==> config.mk <==
export PLATFORM = sky130hd
export DESIGN_NAME = alu_share_arbiter
export DESIGN_NICKNAME = d
export VERILOG_FILES = /design/src/rtl/alu_share_arbiter.sv
export SDC_FILE = /design/constraint.sdc
export NUM_CORES = 1
export LEC_CHECK = 0
export CAP_MARGIN = 10
export CORE_AREA = 8 8 79 81
export DETAILED_ROUTE_END_ITERATION = 7
export DIE_AREA = 0 0 87 89
export DONT_BUFFER_PORTS = 1
export PLACE_DENSITY = 0.48
export SKIP_LAST_GASP = 1
export SLEW_MARGIN = 0
export SYNTH_ARGS = -nofsm -noshare
export SYNTH_HDL_FRONTEND = slang
export SYNTH_SLANG_ARGS = --single-unit
export TNS_END_PERCENT = 5
==> constraint.sdc <==
create_clock -name i_clk -period 1.5 [get_ports i_clk]
set_input_delay 0.075 -clock i_clk [delete_from_list [all_inputs] [get_ports i_clk]]
set_output_delay 0.075 -clock i_clk [all_outputs]
set_load 0.01 [all_outputs]
==> src/rtl/alu_share_arbiter.sv <==
// Round-robin share of one ALU between the CPU datapath (port 0) and the address/branch helper (port 1).
// Optional grant locking is compiled in with `define ALU_ARB_LOCK_EN.
module alu_share_arbiter #(
  parameter int WIDTH    = 24,
  parameter int MAX_LOCK = 4
) (
  input  logic             i_clk,
  input  logic             i_rst_n,
  input  logic             i_req0,
  input  logic             i_req1,
  input  logic [3:0]       i_op0,
  input  logic [3:0]       i_op1,
  input  logic [WIDTH-1:0] i_a0,
  input  logic [WIDTH-1:0] i_b0,
  input  logic [WIDTH-1:0] i_a1,
  input  logic [WIDTH-1:0] i_b1,
  input  logic             i_lock0,
  input  logic             i_lock1,
  output logic             o_gnt0,
  output logic             o_gnt1,
  output logic [WIDTH-1:0] o_alu_a,
  output logic [WIDTH-1:0] o_alu_b,
  output logic [3:0]       o_alu_ctrl,
  input  logic [WIDTH-1:0] i_alu_result,
  input  logic             i_alu_zero,
  output logic             o_resp_valid0,
  output logic             o_resp_valid1,
  output logic [WIDTH-1:0] o_result,
  output logic             o_zero,
  output logic             o_err_op
);

  logic             r_last_gnt;
  logic             r_rv0, r_rv1;
  logic [WIDTH-1:0] r_result;
  logic             r_zero, r_err;

  logic w_pick0, w_pick1, w_issue, w_legal;
  logic w_lock_hold, w_lock_own;

`ifdef ALU_ARB_LOCK_EN
  localparam logic [3:0] LMAX = 4'(MAX_LOCK);
  logic       r_lock_vld, r_lock_own;
  logic [3:0] r_lock_cnt;
  logic       w_gnt_lock, w_own_req;

  // The owner keeps the ALU until its budget is spent and the other side is waiting.
  assign w_lock_hold = r_lock_vld && (r_lock_cnt < LMAX);
  assign w_lock_own  = r_lock_own;
  assign w_gnt_lock  = o_gnt1 ? i_lock1 : i_lock0;
  assign w_own_req   = r_lock_own ? i_req1 : i_req0;

  always_ff @(posedge i_clk or negedge i_rst_n) begin
    if (!i_rst_n) begin
      r_lock_vld <= 1'b0;
      r_lock_own <= 1'b0;
      r_lock_cnt <= '0;
    end else if (w_issue) begin
      if (w_gnt_lock) begin
        r_lock_vld <= 1'b1;
        r_lock_own <= o_gnt1;
        if (r_lock_vld && (r_lock_own == o_gnt1))
          r_lock_cnt <= (r_lock_cnt >= LMAX) ? LMAX : r_lock_cnt + 4'd1;
        else
          r_lock_cnt <= 4'd1;
      end else begin
        r_lock_vld <= 1'b0;
        r_lock_cnt <= '0;
      end
    end else if (r_lock_vld && !w_own_req) begin
      r_lock_vld <= 1'b0;
      r_lock_cnt <= '0;
    end
  end
`else
  logic w_unused_lock;
  assign w_unused_lock = i_lock0 ^ i_lock1;
  assign w_lock_hold   = 1'b0;
  assign w_lock_own    = 1'b0;
`endif

  always_comb begin
    w_pick0 = i_req0;
    w_pick1 = i_req1;
    if (i_req0 && i_req1) begin
      if (w_lock_hold) begin
        w_pick0 = !w_lock_own;
        w_pick1 = w_lock_own;
      end else begin
        w_pick0 = r_last_gnt;
        w_pick1 = !r_last_gnt;
      end
    end
  end

  // Grants are suppressed while reset is held so nothing appears to issue.
  assign o_gnt0  = w_pick0 & i_rst_n;
  assign o_gnt1  = w_pick1 & i_rst_n;
  assign w_issue = o_gnt0 | o_gnt1;

  always_comb begin
    o_alu_a    = '0;
    o_alu_b    = '0;
    o_alu_ctrl = 4'b0010;
    if (o_gnt0) begin
      o_alu_a    = i_a0;
      o_alu_b    = i_b0;
      o_alu_ctrl = i_op0;
    end else if (o_gnt1) begin
      o_alu_a    = i_a1;
      o_alu_b    = i_b1;
      o_alu_ctrl = i_op1;
    end
  end

  always_comb begin
    case (o_alu_ctrl)
      4'b0000, 4'b0001, 4'b0010, 4'b0110, 4'b0111: w_legal = 1'b1;
      default:                                     w_legal = 1'b0;
    endcase
  end

  always_ff @(posedge i_clk or negedge i_rst_n) begin
    if (!i_rst_n) begin
      r_last_gnt <= 1'b1;
      r_rv0      <= 1'b0;
      r_rv1      <= 1'b0;
      r_result   <= '0;
      r_zero     <= 1'b0;
      r_err      <= 1'b0;
    end else begin
      r_rv0 <= o_gnt0;
      r_rv1 <= o_gnt1;
      if (w_issue) begin
        r_result   <= i_alu_result;
        r_zero     <= i_alu_zero;
        r_err      <= !w_legal;
        r_last_gnt <= o_gnt1;
      end
    end
  end

  assign o_resp_valid0 = r_rv0;
  assign o_resp_valid1 = r_rv1;
  assign o_result      = r_result;
  assign o_zero        = r_zero;
  assign o_err_op      = r_err;

endmodule

==> results.toml, run 1 <==
[critical_path]
cp_data_required_time_ns = 1.42
worstPathMaxFanout = 6
ff2ff_setup_slack_ns = 0.07
reg2regPathDepth = 5
worstPathCellList = "nand2b_4 -> and3_4 -> clkbuf_16 -> a22o_4"
worstPathArrival_ns = 1.59
critPathTopFamily = "flip-flops"
start_kind = "flop"
regToRegStartpoint = "r_last_gnt"
cp_slowest_cell = "dfstp_2"
timing_worst_setup_path_type = "reg2out"
cp-end-kind = "primary output"
rr_endpoint = "o_err_op"
crit_path_max_incr_delay_ns = 0.56
timing.critical_path.buf_inv = 1

[global_route]
first_global_vias = 1610
global_route.usage.total = 0.176
grt_first_pass_wirelength_mm = 10.3
grt_max_degree = 30
number_of_antenna_violations_at_the_first_check_in_global_routing = 0
globalRoute.totalOverflow = 0

[yosys]
yosys.area.top_type = "dfrtp_1"
synth_edf_count = 0
ys_seq_elements = 29
synthesis.area_per_instance_um2 = 11.8
synth.cells.most_frequent = "a22o_1 (48), dfrtp_1 (28), mux2_2 (25), buf_2 (10), nand2_1 (6)"
synth_async_sr_flop_share = 1.00
synth.net_count = 277
yosysWarningCount = 0
yosysMostFrequentCell = "a22o_1"
syn_inst = 142
yosys.area.top_type_share = 0.417
postSynth.topFlopCell = "dfrtp_1"
synth.yosys.seq_area_share = 0.432
yosys.cell_types.count = 23
synth.top_cells.by_area = "dfrtp_1 (42%), a22o_1 (25%), mux2_2 (17%)"
netlist_area_um2 = 1680

[worst_hold_path]
hold_path_start = "i_rst_n"
timing.hold.worst_endpoint = "o_err_op"
min_path_type = "in2reg"
hold-path-cell-count = 2

[status]
status = "finished, violations left"
failed_checks = "negative setup slack"

[place]
detailed_place.area_um2 = 1790
io_buffers = 0
place_worst_setup_slack_ns = -0.0190
place_congestion = 0.847

[drt]
drt_first_pass_iters = 4
detail_route.wirelength_mm = 8.51
remaining_drc_errors = 0
post_drt_via_cell_ratio = 5.77
drt-wirelength-per-cell_um = 33.5
dr.first_iter.drc_count = 33
postRouteAntennaNets = 0
num_vias = 1465

[timing]
clock-skew-final_ns = 0.00142
final_min_period_over_clock_period = 1.11
tightest_slew_ns = 0.325
final_max_slew_viol_count = 0
finalHoldViolations = 0
finalHoldWorstSlack_ns = 0.124
final_period_minus_worst_setup_slack_ns = 1.66
relSlewSlack = 0.783
setup_ws_ns = -0.161
max_clock_freq_ghz = 0.602
rsz0062_at_grt = "true"
timing.final.setup_violations = 53

[cells_and_area]
diodes = 0
drive_above_1_share = 0.576
multi_input_comb_area_um2 = 1280
regArea_um2 = 727
syn2layout_area_growth_pct = 64.4
num-fill-cells = 396
design_area_um2 = 2760
finish.net_count = 318

[clock_network]
max-clock-path-buffers = 2
clkSinkCount = 29
numCtsBuffers = 5
clk_latency_ns = 0.26
cts_root_buf = "clkbuf_8"
cts.reportedPaths.clkPinSlew_ns = 0.05
cts_htree_levels = 2
clock_tree_from_tritoncts = "built"

[power]
leakagePower_uw = 0.00124
vdd_ir_drop_max_mv = 0.729
power_density_nw_per_um2 = 842

[run]
timing.max_cap.violations = 0

[floorplanning]
effective_utilization_at_floorplan = 0.338
placeable_core_region_um2 = 4980
core.rowCount = 26
io-pin-count = 217
die_width_um = 87
dieHeight_um = 89
die-area_um2 = 7740
-- report_power, final --
group	internal, µW	leakage (µW)	switching (µW)
combinational	414	0.000853	309
clock	324	0.0000422	265
sequential	888	0.000341	127
-- flip-flops by register name, indices dropped and copies added, names as in the netlist --
| signal | count |
|---|---|
| o_err_op | 1 |
| o_resp_valid0 | 1 |
| o_resp_valid1 | 1 |
| o_result | 24 |
| o_zero | 1 |
| r_last_gnt | 1 |
-- logic make-up (layout without fill, tap and decap cells) --
family                 count (synthesis)  in the layout  synth area share
multiplexers                          25             25             0.167
buffers and inverters                 17             58            0.0595
AO/OA/AOI/OAI                         56             56             0.292
flip-flops                            29             29             0.432
AND/OR/NAND/NOR                       15             16            0.0491
-- what timing repair did --
action	in CTS	in global routing
gates cloned	2	7
endpoints found under the hold margin	54	0
buffers inserted	2	0
setup endpoints to repair	53	55
hold buffers	27	0
resized for setup	22	36
pin swaps	1	5
-- worst max path at each step --
stage / startpoint / to / slack [ns] / cells past startpoint
after global routing: r_last_gnt / o_alu_a[4] / -0.22 / 4
final: r_last_gnt / o_alu_a[3] / -0.16 / 4
after floorplan: r_last_gnt / o_err_op / 0.05 / 4
after CTS: r_last_gnt / o_alu_a[22] / -0.20 / 4
after global placement: r_last_gnt / o_alu_a[1] / 0.02 / 4
after detailed placement: r_last_gnt / o_alu_a[1] / -0.02 / 4
-- placed cells by master, fill, tap and decap left out, drive strengths merged --
master / synthesis / routed
nand2b: 1 / 1
o21ai: 1 / 1
clkinv: 0 / 1
o32ai: 2 / 2
dfrtp: 28 / 28
and3: 1 / 2
mux2: 25 / 25
nand3b: 1 / 1
inv: 2 / 2
and2: 1 / 1
nand2: 6 / 6
clkbuf: 1 / 11
a21bo: 1 / 1
a32o: 1 / 1
dfstp: 1 / 1
a21boi: 1 / 1
nor2b: 4 / 4
a32oi: 1 / 1
a22o: 48 / 48
nand4b: 1 / 1
a21o: 1 / 1
buf: 14 / 18
dlygate4sd3: 0 / 26
-- worst register-to-register path: cells and delay by family (launching register included) --
kind / cells / cell delay (ns)
buf+inv: 1 / 0.12
simple gates: 3 / 0.31
compound gates: 1 / 0.32
flops: 1 / 0.56
-- routing by layer --
metal | global-route usage | up-vias | part of all wire
met5 | 0 | - | 0
met4 | 0.0485 | 0 | 0.010
met3 | 0.0873 | 4 | 0.11
met2 | 0.322 | 105 | 0.55
met1 | 0.173 | 716 | 0.33
li1 | - | 640 | -
-- per-stage QoR --
step | utilization | std cells | setup TNS, ns | power [µW]
2_1_floorplan | - | 142 | 0 | 1350
3_3_place_gp | 0.359 | 208 | 0 | 1450
3_5_place_dp | 0.359 | 208 | -0.0222 | 1470
4_1_cts | 0.472 | 247 | -9.13 | 2220
5_1_grt | 0.555 | 254 | -10.21 | 2440
6_report | 0.555 | 254 | -7.00 | 2330
-- cell type report --
type	count	area share
multi-input cells	97	0.462
flip-flops and latches	29	0.263
repair buffers	48	0.211
well taps	70	0.0317
clock buffers	7	0.0276
inverters	2	0.00272
clock inverters	1	0.00181
Power figures use the tool's default switching activity.
==> run 2: changes to the inputs <==
--- a/config.mk
+++ b/config.mk
@@ -5,12 +5,13 @@
 export SDC_FILE = /design/constraint.sdc
 export NUM_CORES = 1
 export LEC_CHECK = 0
+export ABC_AREA = 1
 export CAP_MARGIN = 10
-export CORE_AREA = 8 8 79 81
+export CORE_AREA = 8 8 78 80
 export DETAILED_ROUTE_END_ITERATION = 7
-export DIE_AREA = 0 0 87 89
+export DIE_AREA = 0 0 86 88
 export DONT_BUFFER_PORTS = 1
-export PLACE_DENSITY = 0.48
+export PLACE_DENSITY = 0.49
 export SKIP_LAST_GASP = 1
 export SLEW_MARGIN = 0
 export SYNTH_ARGS = -nofsm -noshare
==> results.toml, run 2 <==
[power]
design_power_total_uw = 2340
leakagePower_uw = 0.00141
power_density_nw_per_um2 = 845
vdd_ir_drop_max_mv = 0.508

[critical_path]
worstPathMaxFanout = 14
cp_data_required_time_ns = 1.42
worstPathArrival_ns = 1.55
timing_worst_setup_path_type = "reg2out"
ff2ff_setup_slack_ns = 0
cp-end-kind = "primary output"
start_kind = "flop"

[floorplanning]
dieHeight_um = 88
core.rowCount = 26
effective_utilization_at_floorplan = 0.340
placeable_core_region_um2 = 4910
io-pin-count = 217
die-area_um2 = 7570
die_width_um = 86

[cells_and_area]
num-fill-cells = 424
finish.net_count = 378
drive_above_1_share = 0.346
largest_register_ffs = 24
syn2layout_area_growth_pct = 65.3
diodes = 0
layout.core_utilization = 0.563
final_common_cell = "nand2_1"
final_cells = 313
final_cell_mix = "nand2_1 (89), a22o_4 (46), dfrtp_1 (28)"

[clock_network]
clock_tree_from_tritoncts = "built"
clkSinkCount = 29
max-clock-path-buffers = 2
cts.reportedPaths.clkPinSlew_ns = 0.06
cts_root_buf = "clkbuf_8"
numCtsBuffers = 5
clk_latency_ns = 0.27
cts_htree_levels = 2

[yosys]
synth.yosys.seq_area_share = 0.435
yosysMostFrequentCell = "nand2_1"
synth.top_cells.by_area = "dfrtp_1 (42%), a22o_1 (25%), nand2_1 (21%)"
synth.net_count = 338
ys_seq_elements = 29
syn_inst = 203
yosys.cell_types.count = 14
synth.cells.most_frequent = "nand2_1 (92), a22o_1 (48), dfrtp_1 (28), buf_2 (13), nand3_1 (5)"
synthesis.area_per_instance_um2 = 8.23
synth_async_sr_flop_share = 1.00
yosys.area.top_type_share = 0.419
synth_edf_count = 0
yosys.area.top_type = "dfrtp_1"
postSynth.topFlopCell = "dfrtp_1"
yosysWarningCount = 0
netlist_area_um2 = 1670

[drt]
drt_first_pass_iters = 4
detail_route.wirelength_mm = 7.89
drt-wirelength-per-cell_um = 25.2
remaining_drc_errors = 0
num_vias = 1681
dr.first_iter.drc_count = 49
post_drt_via_cell_ratio = 5.37
postRouteAntennaNets = 0

[global_route]
number_of_antenna_violations_at_the_first_check_in_global_routing = 0
grt_max_degree = 52
globalRoute.totalOverflow = 0
global_route.usage.total = 0.189
grt_first_pass_wirelength_mm = 11.1
first_global_vias = 1824

[timing]
rsz0062_at_grt = "true"
final_period_minus_worst_setup_slack_ns = 1.63
setup_ws_ns = -0.125
max_clock_freq_ghz = 0.615
tightest_slew_ns = 0.361
finalHoldViolations = 0
final_max_slew_viol_count = 0
finalHoldWorstSlack_ns = 0.138
relSlewSlack = 0.759
final_min_period_over_clock_period = 1.08
clock-skew-final_ns = 0.00614
timing.final.setup_violations = 53

[status]
failed_checks = "negative setup slack"
status = "finished, violations left"

[run]
timing.max_cap.violations = 0

[place]
io_buffers = 0
place_worst_setup_slack_ns = 0.0668
detailed_placement_hpwl_mm = 5.64
place_congestion = 0.760
number_of_placed_cells_counting_well_taps = 271

[worst_hold_path]
min_path_type = "in2reg"
-- run 2: report_power, final --
part	switching (µW)	total, µW	internal, µW
Clock	260	623	363
Sequential	119	1000	882
Combinational	349	712	363
Total	728	2340	1610
-- run 2: what timing repair did --
action,4_1_cts,5_1_grt
pin swaps,2,2
endpoints found under the hold margin,54,0
gates cloned,2,1
endpoints found under the setup margin,51,54
resized for setup,56,3
hold buffers,27,0
buffers inserted,5,0
-- run 2: worst max-delay path, cell delays in order, from the launching register on --
cell and delay [ns]:
dfstp_2 0.57, inv_2 0.06, a21oi_4 0.17, buf_12 0.15, buf_16 0.16, a22o_4 0.17
-- run 2: final cells by class --
class                      instances  area, µm²  area share
timing repair buffer              48        559       0.202
clock buffer                       7       86.3      0.0312
inverter                           6       22.5     0.00815
multi-input combinational        153       1280       0.464
sequential                        29        727       0.263
tap                               70       87.6      0.0317
-- run 2: layer usage --
metal	global-route usage	share of wire	vias up
met2	0.306	0.51	119
met4	0.0748	0.024	0
met3	0.0976	0.12	14
li1	-	-	781
met1	0.206	0.35	767
met5	0	0	-
-- run 2: logic make-up (layout without fill, tap and decap cells) --
kind of cell / Yosys count / in the layout / share of synthesized area
simple gates: 101 / 101 / 0.234
compound gates: 52 / 52 / 0.272
flops: 29 / 29 / 0.435
buf+inv: 21 / 61 / 0.0591
-- run 2: worst paths after layout --
| kind | from | to | cells past startpoint |
|---|---|---|---|
| max | r_last_gnt | o_alu_b[19] | 5 |
| min | i_op1[1] | o_err_op | 5 |
| max reg2reg | r_last_gnt | o_err_op | 9 |
| min reg2reg | o_result[9] | o_result[9] | 2 |
| max in group asynchronous | i_rst_n | r_last_gnt | 2 |
| min in group asynchronous | i_rst_n | o_result[22] | 2 |
-- run 2: per-stage QoR --
stage	instance area [µm²]	setup TNS [ns]
after floorplan	1670	0
after global placement	1830	0
after detailed placement	1830	0
after CTS	2730	-6.42
after global routing	2760	-8.37
final	2760	-4.73
==> run 3: changes to the inputs <==
--- a/config.mk
+++ b/config.mk
@@ -11,7 +11,6 @@
 export DETAILED_ROUTE_END_ITERATION = 7
 export DIE_AREA = 0 0 86 88
 export DONT_BUFFER_PORTS = 1
-export PLACE_DENSITY = 0.49
 export SKIP_LAST_GASP = 1
 export SLEW_MARGIN = 0
 export SYNTH_ARGS = -nofsm -noshare
==> results.toml, run 3 (same netlist as run 2, synthesis figures left out) <==
[cells_and_area]
design_area_um2 = 2310
diodes = 0
final_cell_mix = "nand2_1 (91), a22o_1 (45), dfrtp_1 (28)"
final_common_cell = "nand2_1"
syn2layout_area_growth_pct = 38.1
drive_above_1_share = 0.139
largest_register_ffs = 24
finish.net_count = 371
num-fill-cells = 446

[critical_path]
start_kind = "flop"
worstPathMaxFanout = 6
timing_worst_setup_path_type = "reg2out"
cp_data_required_time_ns = 1.42
cp-end-kind = "primary output"
regToRegStartpoint = "r_last_gnt"
worstPathArrival_ns = 1.58
cp-startpoint = "r_last_gnt"

[power]
vdd_ir_drop_max_mv = 0.761
leakagePower_uw = 0.00114
power_density_nw_per_um2 = 1030

[timing]
relSlewSlack = 0.707
timing.final.setup_violations = 49
max_clock_freq_ghz = 0.603
rsz0062_at_grt = "true"
final_max_slew_viol_count = 0
final_period_minus_worst_setup_slack_ns = 1.66
finalHoldViolations = 0
tightest_slew_ns = 0.439
final_min_period_over_clock_period = 1.10
clock-skew-final_ns = 0.00674
setup_ws_ns = -0.157

[place]
io_buffers = 0
detailed_place.area_um2 = 1800
detailed_placement_hpwl_mm = 5.68
place_worst_setup_slack_ns = 0.142
place_congestion = 0.712

[drt]
drt-wirelength-per-cell_um = 24.7
wl_met1_mm = 2.62
num_vias = 1707
postRouteAntennaNets = 0
detail_route.wirelength_mm = 7.58
wl_met2_mm = 3.87
post_drt_via_cell_ratio = 5.56
met3_wirelength_um = 979
remaining_drc_errors = 0
dr.first_iter.drc_count = 82
top_layer = "met4"
drt_first_pass_iters = 4

[global_route]
first_global_vias = 1665
grt_max_degree = 46
grt_first_pass_wirelength_mm = 9.65
globalRoute.totalOverflow = 0
global_route.usage.total = 0.169
number_of_antenna_violations_at_the_first_check_in_global_routing = 0

[floorplanning]
die_width_um = 86
core.rowCount = 26
effective_utilization_at_floorplan = 0.340
dieHeight_um = 88
placeable_core_region_um2 = 4910
io-pin-count = 217
die-area_um2 = 7570

[clock_network]
cts_root_buf = "clkbuf_8"
numCtsBuffers = 5
clock_tree_from_tritoncts = "built"
cts_htree_levels = 2
clk_latency_ns = 0.28
clkSinkCount = 29
max-clock-path-buffers = 2
cts.reportedPaths.clkPinSlew_ns = 0.06

[run]
timing.max_cap.violations = 0

[worst_hold_path]
min_path_type = "in2reg"
hold_path_start = "i_req0"

[status]
failed_checks = "negative setup slack"
status = "finished, violations left"
-- run 3: changes by cell type in the layout (fill, tap and decap cells not counted), sizes merged --
cell	before	now
clkbuf	8	9
bufinv	0	1
buf	21	13
-- run 3: worst paths after layout --
kind                       depth (start not counted)  slack, ns     endpoint
min reg2reg                                        2       0.55  o_result[7]
min                                                2       0.09   r_last_gnt
max reg2reg                                        8       0.09     o_err_op
max in group asynchronous                          2       1.02   r_last_gnt
max                                                5      -0.16  o_alu_b[23]
min in group asynchronous                          2       0.24  o_result[9]
-- run 3: final cells by class --
cell class	count	area [µm²]	area share
Clock inverter	1	30.0	0.0130
Timing Repair Buffer	41	465	0.202
Clock buffer	7	86.3	0.0374
Inverter	6	22.5	0.00976
Tap cell	70	87.6	0.0379
Multi-Input combinational cell	153	890	0.385
Sequential cell	29	727	0.315
-- run 3: per-layer routing --
| layer | vias to the layer above | track usage |
|---|---|---|
| met2 | 117 | 0.280 |
| met3 | 11 | 0.0919 |
| met1 | 814 | 0.179 |
| li1 | 765 | - |
| met4 | 0 | 0.0621 |
| met5 | - | 0 |
-- run 3: metrics by stage --
stage / util / TNS [ns] / power [µW] / hold WS, ns / instances
floorplan: - / 0 / 1330 / -0.221 / 203
finish: 0.470 / -6.28 / 2380 / 0.0892 / 307
global route: 0.470 / -9.66 / 2500 / 0.105 / 307
global placement: 0.366 / 0 / 1450 / -0.220 / 268
CTS: 0.452 / -5.92 / 2370 / 0.0857 / 303
detailed placement: 0.366 / 0 / 1450 / -0.220 / 268
-- run 3: critical path, cell delays in order, from the launching register on --
cell and delay, ns:
dfstp_2 0.57, inv_2 0.06, a21oi_4 0.16, buf_12 0.14, buf_4 0.11, a22o_1 0.26
-- run 3: power breakdown --
| part | switching [µW] | total [µW] | internal, µW |
|---|---|---|---|
| Clock | 285 | 826 | 541 |
| Sequential | 124 | 1010 | 881 |
| Combinational | 308 | 551 | 243 |
-- run 3: timing repair --
action / 4_1_cts / 5_1_grt
endpoints found under the setup margin: 49 / 52
cloned: 0 / 3
hold buffers: 27 / 0
setup buffers: 0 / 1
hold endpoints to repair: 54 / 0
pin swaps: 0 / 1
gates resized for setup: 3 / 2
